$ cat src/rtl/dtree_pkg.sv
// Widths shared with the tree control FSM and arithmetic helpers for the node datapath.
package dtree_pkg;
  localparam int FEATURES        = 3;
  localparam int COEFF_BIT_DEPTH = 4;
  localparam int BIAS_BIT_DEPTH  = 10;

  // Sign-extend the low w bits of v to 64 bits.
  function automatic logic signed [63:0] sext(input logic [63:0] v, input int w);
    logic signed [63:0] r;
    r = $signed(v << (64 - w));
    return r >>> (64 - w);
  endfunction

  // Add two small signed values and clamp the result to a w-bit signed range.
  function automatic logic signed [63:0] sat_add(input logic signed [63:0] a,
                                                 input logic signed [63:0] b,
                                                 input int w);
    logic signed [63:0] s, mx, mn;
    s  = a + b;
    mx = (64'sd1 <<< (w - 1)) - 64'sd1;
    mn = -(64'sd1 <<< (w - 1));
    if (s > mx) return mx;
    if (s < mn) return mn;
    return s;
  endfunction
endpackage

$ cat src/rtl/dtree_node_datapath_sat_mac.sv
// Term select, signed multiply and saturating accumulator register for one node.
module dtree_node_datapath_sat_mac
  import dtree_pkg::*;
#(
  parameter int FEATURE_BIT_DEPTH = 8,
  parameter int COEFF_BIT_DEPTH   = 4,
  parameter int BIAS_BIT_DEPTH    = 10,
  parameter int ACC_BIT_DEPTH     = 16
) (
  input  logic                         clk,
  input  logic                         reset,
  input  logic                         i_load,
  input  logic                         i_add,
  input  logic                         i_is_zero,
  input  logic                         i_is_one,
  input  logic                         i_mult,
  input  logic [FEATURE_BIT_DEPTH-1:0] i_x,
  input  logic [COEFF_BIT_DEPTH-1:0]   i_coeff,
  input  logic [BIAS_BIT_DEPTH-1:0]    i_bias,
  output logic [ACC_BIT_DEPTH-1:0]     o_acc
);
  localparam int PW = FEATURE_BIT_DEPTH + COEFF_BIT_DEPTH;

  logic signed [PW-1:0] w_xe, w_ce, w_prod;
  logic signed [63:0]   w_term, w_sum, w_bias;
  logic [ACC_BIT_DEPTH-1:0] r_acc;

  assign w_xe   = {{COEFF_BIT_DEPTH{i_x[FEATURE_BIT_DEPTH-1]}}, i_x};
  assign w_ce   = {{FEATURE_BIT_DEPTH{i_coeff[COEFF_BIT_DEPTH-1]}}, i_coeff};
  assign w_prod = w_xe * w_ce;

  always_comb begin
    w_term = '0;
    if (i_is_zero)     w_term = '0;
    else if (i_is_one) w_term = sext(64'(i_x), FEATURE_BIT_DEPTH);
    else if (i_mult)   w_term = sext(64'(w_prod), PW);
  end

  // Sum is formed at 64 bits so the clamp sees the true result, never a wrapped one.
  assign w_sum  = sat_add(sext(64'(r_acc), ACC_BIT_DEPTH), w_term, ACC_BIT_DEPTH);
  assign w_bias = sext(64'(i_bias), BIAS_BIT_DEPTH);

  always_ff @(posedge clk) begin
    if (reset)       r_acc <= '0;
    else if (i_load) r_acc <= w_bias[ACC_BIT_DEPTH-1:0];
    else if (i_add)  r_acc <= w_sum[ACC_BIT_DEPTH-1:0];
  end

  assign o_acc = r_acc;
endmodule

$ cat src/rtl/dtree_node_datapath.sv
// Decision-tree node datapath: single-entry feature buffer, term pointer,
// sequence-error flag and the saturating MAC that yields the branch direction.
module dtree_node_datapath
  import dtree_pkg::*;
#(
  parameter int FEATURES          = dtree_pkg::FEATURES,
  parameter int FEATURE_BIT_DEPTH = 8,
  parameter int COEFF_BIT_DEPTH   = dtree_pkg::COEFF_BIT_DEPTH,
  parameter int BIAS_BIT_DEPTH    = dtree_pkg::BIAS_BIT_DEPTH,
  parameter int ACC_BIT_DEPTH     = 16
) (
  input  logic                                  clk,
  input  logic                                  reset,
  input  logic                                  i_in_valid,
  input  logic [FEATURES*FEATURE_BIT_DEPTH-1:0] i_in_feature,
  output logic                                  o_in_ready,
  output logic                                  o_feat_valid,
  input  logic                                  i_spike_done,
  input  logic                                  i_node_valid,
  input  logic                                  i_load_bias,
  input  logic                                  i_add,
  input  logic                                  i_mult,
  input  logic                                  i_is_one,
  input  logic                                  i_is_zero,
  input  logic [COEFF_BIT_DEPTH-1:0]            i_coeff,
  input  logic [BIAS_BIT_DEPTH-1:0]             i_bias,
  output logic                                  o_child_direction,
  output logic [ACC_BIT_DEPTH-1:0]              o_acc_out,
  output logic                                  o_seq_error
);
  localparam int PTR_W = $clog2(FEATURES + 1);

  logic [FEATURES-1:0][FEATURE_BIT_DEPTH-1:0] r_buf;
  logic                                       r_full;
  logic [PTR_W-1:0]                           r_p;
  logic                                       r_err;
  logic [FEATURE_BIT_DEPTH-1:0]               w_x;
  logic w_load, w_act, w_term_cyc, w_ovr, w_step;

  assign o_in_ready   = ~r_full | i_spike_done;
  assign w_load       = i_in_valid & o_in_ready;
  assign o_feat_valid = r_full;

  // Release and reload in the same cycle keep the buffer full with the new vector.
  always_ff @(posedge clk) begin
    if (reset) begin
      r_full <= 1'b0;
      r_buf  <= '0;
    end else if (w_load) begin
      r_full <= 1'b1;
      r_buf  <= i_in_feature;
    end else if (i_spike_done) begin
      r_full <= 1'b0;
    end
  end

  assign w_act      = i_node_valid & r_full;
  assign w_term_cyc = w_act & ~i_load_bias;
  assign w_ovr      = w_term_cyc & (r_p == PTR_W'(FEATURES));
  assign w_step     = w_term_cyc & ~w_ovr;

  always_ff @(posedge clk) begin
    if (reset)                     r_p <= '0;
    else if (w_act & i_load_bias)  r_p <= '0;
    else if (w_step)               r_p <= r_p + 1'b1;
  end

  always_ff @(posedge clk) begin
    if (reset)                                  r_err <= 1'b0;
    else if ((i_node_valid & ~r_full) | w_ovr)  r_err <= 1'b1;
  end

  always_comb begin
    w_x = '0;
    for (int i = 0; i < FEATURES; i++)
      if (r_p == PTR_W'(i)) w_x = r_buf[i];
  end

  dtree_node_datapath_sat_mac #(
    .FEATURE_BIT_DEPTH(FEATURE_BIT_DEPTH),
    .COEFF_BIT_DEPTH  (COEFF_BIT_DEPTH),
    .BIAS_BIT_DEPTH   (BIAS_BIT_DEPTH),
    .ACC_BIT_DEPTH    (ACC_BIT_DEPTH)
  ) u_mac (
    .clk      (clk),
    .reset    (reset),
    .i_load   (w_act & i_load_bias),
    .i_add    (w_step & i_add),
    .i_is_zero(i_is_zero),
    .i_is_one (i_is_one),
    .i_mult   (i_mult),
    .i_x      (w_x),
    .i_coeff  (i_coeff),
    .i_bias   (i_bias),
    .o_acc    (o_acc_out)
  );

  assign o_child_direction = r_full & ~o_acc_out[ACC_BIT_DEPTH-1];
  assign o_seq_error       = r_err;
endmodule

$ cat config.mk
export PLATFORM = sky130hd
export DESIGN_NAME = dtree_node_datapath
export DESIGN_NICKNAME = d
export VERILOG_FILES = /design/src/rtl/dtree_pkg.sv /design/src/rtl/dtree_node_datapath_sat_mac.sv /design/src/rtl/dtree_node_datapath.sv
export SDC_FILE = /design/constraint.sdc
export NUM_CORES = 1
export LEC_CHECK = 0
export BUFFER_PORTS_ARGS = -buffer_cell sky130_fd_sc_hd__buf_2
export CORE_MARGIN = 2
export CORE_UTILIZATION = 64
export DETAILED_ROUTE_END_ITERATION = 16
export GPL_TIMING_DRIVEN = 0
export HOLD_SLACK_MARGIN = 0.15
export PLACE_DENSITY = 0.88
export RECOVER_POWER = 100
export SETUP_SLACK_MARGIN = 0.4
export SYNTH_ARGS = -nofsm -noshare
export SYNTH_HDL_FRONTEND = slang
export SYNTH_SLANG_ARGS = --single-unit
export TNS_END_PERCENT = 100
$ cat constraint.sdc
create_clock -name clk -period 23.6 [get_ports clk]
set_input_delay 7.08 -clock clk [delete_from_list [all_inputs] [get_ports clk]]
set_output_delay 7.08 -clock clk [all_outputs]
set_load 0.005 [all_outputs]
==> flow_metrics.py <==
metrics = {
    "worst_setup_path": {
        "worstPathRequired_ps": 23840,
        "path_max_fanout": 19,
        "crit_type": "in2reg",
        "critical_path_arrival_ps": 17450,
        "timing.rr.end": "u_mac.o_acc[3]",
        "slowest_stage": "o41ai_1",
        "worst-path-buf-inv": 6,
        "cp_common_cell": "fa_1",
        "cpPeakStageDelay_ps": 1150,
        "worst_r2r_path_depth": 38,
        "cpLargestDelayFamily": "compound AO/OA/AOI/OAI gates",
        "worstSetupStartpointType": "input pin",
        "r2r-start": "r_p[0]",
        "crit_start": "i_coeff[2]",
        "reg2reg_setup_slack_ps": 11680,
        "worstSetupEndpointType": "flip-flop",
    },
    "grt": {
        "grt_start_max_net_pins": 20,
        "met2_usage": 0.504,
        "grtUsageTotal": 0.305,
        "use_met3": 0.0351,
        "gr-total-overflow": 0,
        "grt_pass1_wl_um": 20400,
        "grt_pass1_vias": 4446,
        "met1_usage": 0.418,
        "busiest_layer": "met2",
        "antenna_found_initial": 0,
    },
    "clocking": {
        "htreeDepth": 2,
        "post_cts_resized": 0,
        "root_buffer": "clkbuf_8",
        "path_clk_slew_ps": 100,
        "numCtsBuffers": 5,
        "cts.path.max_buffers": 2,
        "cts_setup_buffers": 0,
        "cts.sinks": 44,
        "cts_tree": "done",
        "cts_hold_buf": 0,
        "clock_latency_ps": 310,
    },
    "sta": {
        "tightestPinTransition_ps": 1430,
        "worst_clock_skew_ps": 11.7,
        "layout_min_cycle_time_ps": 17210,
        "tns_ps": 0,
        "max_slew_margin": 0.0366,
        "rsz0062_at_grt": "false",
        "fin_ws_ps": 6390,
        "clock.fmax_mhz": 58.1,
        "setup_viol": 0,
        "post-route-period-util": 0.729,
        "report.final.hold_viol_count": 0,
        "slew_violations": 0,
    },
    "logic_synthesis": {
        "synth_nets": 735,
        "yosys_warnings": 0,
        "synth_top_cell_area_share": 0.184,
        "netlist_area_um2": 4800,
        "synth_common_cells": "nand2_1, a21oi_1, nor2_1",
        "synth_edf_count": 0,
        "syn_area_per_cell_um2": 7.91,
        "async_flop_share": 0,
        "synthTopCellsByArea": "dfxtp_1, fa_1, ha_1",
        "yosys.cell_types.count": 61,
        "synth_flop_cell": "dfxtp_1",
        "postSynthCellCount": 606,
        "ys_ff_latch": 44,
        "netlist.top_cell.by_area": "dfxtp_1",
        "synth_seq_area_share": 0.184,
        "yosys.cell_count.top_type": "nand2_1",
    },
    "detailed_routing": {
        "viasPerCell": 5.94,
        "first_iter_violations": 281,
        "ant_nets": 0,
        "wl_per_cell_um": 15.8,
        "first_pass_iters": 5,
        "wirelength_um": 12300,
        "drc": 0,
        "vias": 4624,
    },
    "power": {
        "p_per_area_nw_per_um2": 45.2,
        "p_int_uw": 150,
        "p_clk_frac": 0.260,
        "p_leak_nw": 2.37,
        "sw_frac_of_total": 0.378,
        "p_switching_uw": 90.9,
        "pwr-share-comb": 0.399,
        "power_frac_seq": 0.341,
        "peakVddDrop_mv": 0.0318,
    },
    "placement": {
        "gp_congestion": 0.939,
        "dp_hpwl_um": 9910,
        "dp_slack_ps": 7740,
        "portBuffers": 66,
        "post_dp_cell_area_um2": 5260,
    },
    "floorplanning": {
        "dieArea_um2": 8200,
        "ios": 68,
        "core_area_um2": 7250,
        "die_w_um": 90.6,
        "rows": 31,
        "initial_core_util": 0.661,
        "die_h_um": 90.6,
    },
    "final_layout": {
        "antennaDiodeCount": 0,
        "register_area_um2": 881,
        "area_growth_pct": 11.0,
        "multi_input_area_um2": 3680,
        "fin_nets": 808,
        "fill_cells": 612,
        "drive_gt1_frac": 0.131,
        "design_area_um2": 5320,
    },
    "min_path": {
        "hold_class": "reg2reg",
        "min_from": "r_buf[18]",
        "hold_depth": 2,
        "holdPathEnd": "r_buf[18]",
    },
    "run_status": {
        "run_status": "completed",
    },
    "job": {
        "drv_cap": 0,
    },
}
-- logic make-up (layout without fill, tap and decap cells) --
logic type               Yosys count  in the layout  share of synthesized area
AO/OA/AOI/OAI                    158            158                      0.204
multiplexers                       3              3                    0.00626
buffers and inverters             56            130                     0.0457
flip-flops                        44             44                      0.184
adder cells (fa/ha/maj)           81             81                      0.276
AND/OR/NAND/NOR                  246            246                      0.252
XOR/XNOR                          18             18                     0.0329
-- worst register-to-register path, delay by kind of cell, from the launching register on --
family / cells / cell delay [ps]
buf+inv: 7 / 1510
compound gates: 14 / 5120
simple gates: 8 / 1630
xor+xnor: 1 / 220
fa+ha+maj: 8 / 3020
flops: 1 / 370
-- worst max path at each step --
stage | to | slack [ps] | cells past startpoint
after floorplan | u_mac.o_acc[10] | 9110 | 30
after global placement | u_mac.o_acc[14] | 7990 | 31
after detailed placement | u_mac.o_acc[12] | 7740 | 31
after CTS | u_mac.o_acc[3] | 8040 | 32
after global routing | u_mac.o_acc[7] | 5740 | 32
final | u_mac.o_acc[3] | 6390 | 32
-- per-stage QoR --
stage                      util  cells  power, mW  hold WS [ps]
after CTS                 0.741    779      0.241           463
after floorplan               -    606      0.153           432
after global placement    0.724    771      0.175           443
after detailed placement  0.725    771      0.179           448
after global routing      0.734    779      0.257           477
final                     0.734    779      0.241           463
-- layout make-up --
class	count	area share
plain buffers	20	0.0141
clock buffers	5	0.0129
clock inverters	3	0.00870
inverters	36	0.0254
multi-input cells	506	0.690
flip-flops and latches	44	0.165
well taps	99	0.0233
repair buffers	66	0.0597
-- state kept, by name (all words and copies together) (netlist names) --
signal and cells:
u_mac.o_acc 16, o_seq_error 1, r_p 2, o_feat_valid 1, r_buf 24
-- placed cells by master (no fill, tap or decap), types with 5 or more instances in the layout --
cell      count
nor2_1       58
buf_2        55
nor3_1        6
clkbuf_8      5
nand3_1      10
a21oi_2       6
nand2_2      10
a21oi_1      70
xor2_1        6
o21bai_1      6
inv_1        35
o21a_1        5
nor2b_1       9
nand2_1      94
fa_1         41
and2_1       19
xnor2_1      12
ha_1         40
o21ai_0      35
nor4_1        5
nand4_1       5
nand2b_1      8
dfxtp_1      44
clkbuf_1     29
-- per-layer routing --
layer  up-vias  share of wire
met1      2191           0.45
met5         -              0
met3        27          0.057
met2       185           0.48
li1       2221              -
met4         0          0.020
-- power groups by stage --
stage	clock network (mW)	logic, mW	registers [mW]
CTS	0.0624	0.0966	0.0820
finish	0.0625	0.0959	0.0821
global route	0.0655	0.108	0.0826
detailed placement	0	0.0955	0.0837
global placement	0	0.0913	0.0835
floorplan	0	0.0704	0.0830
(Power assumes the default switching activity.)
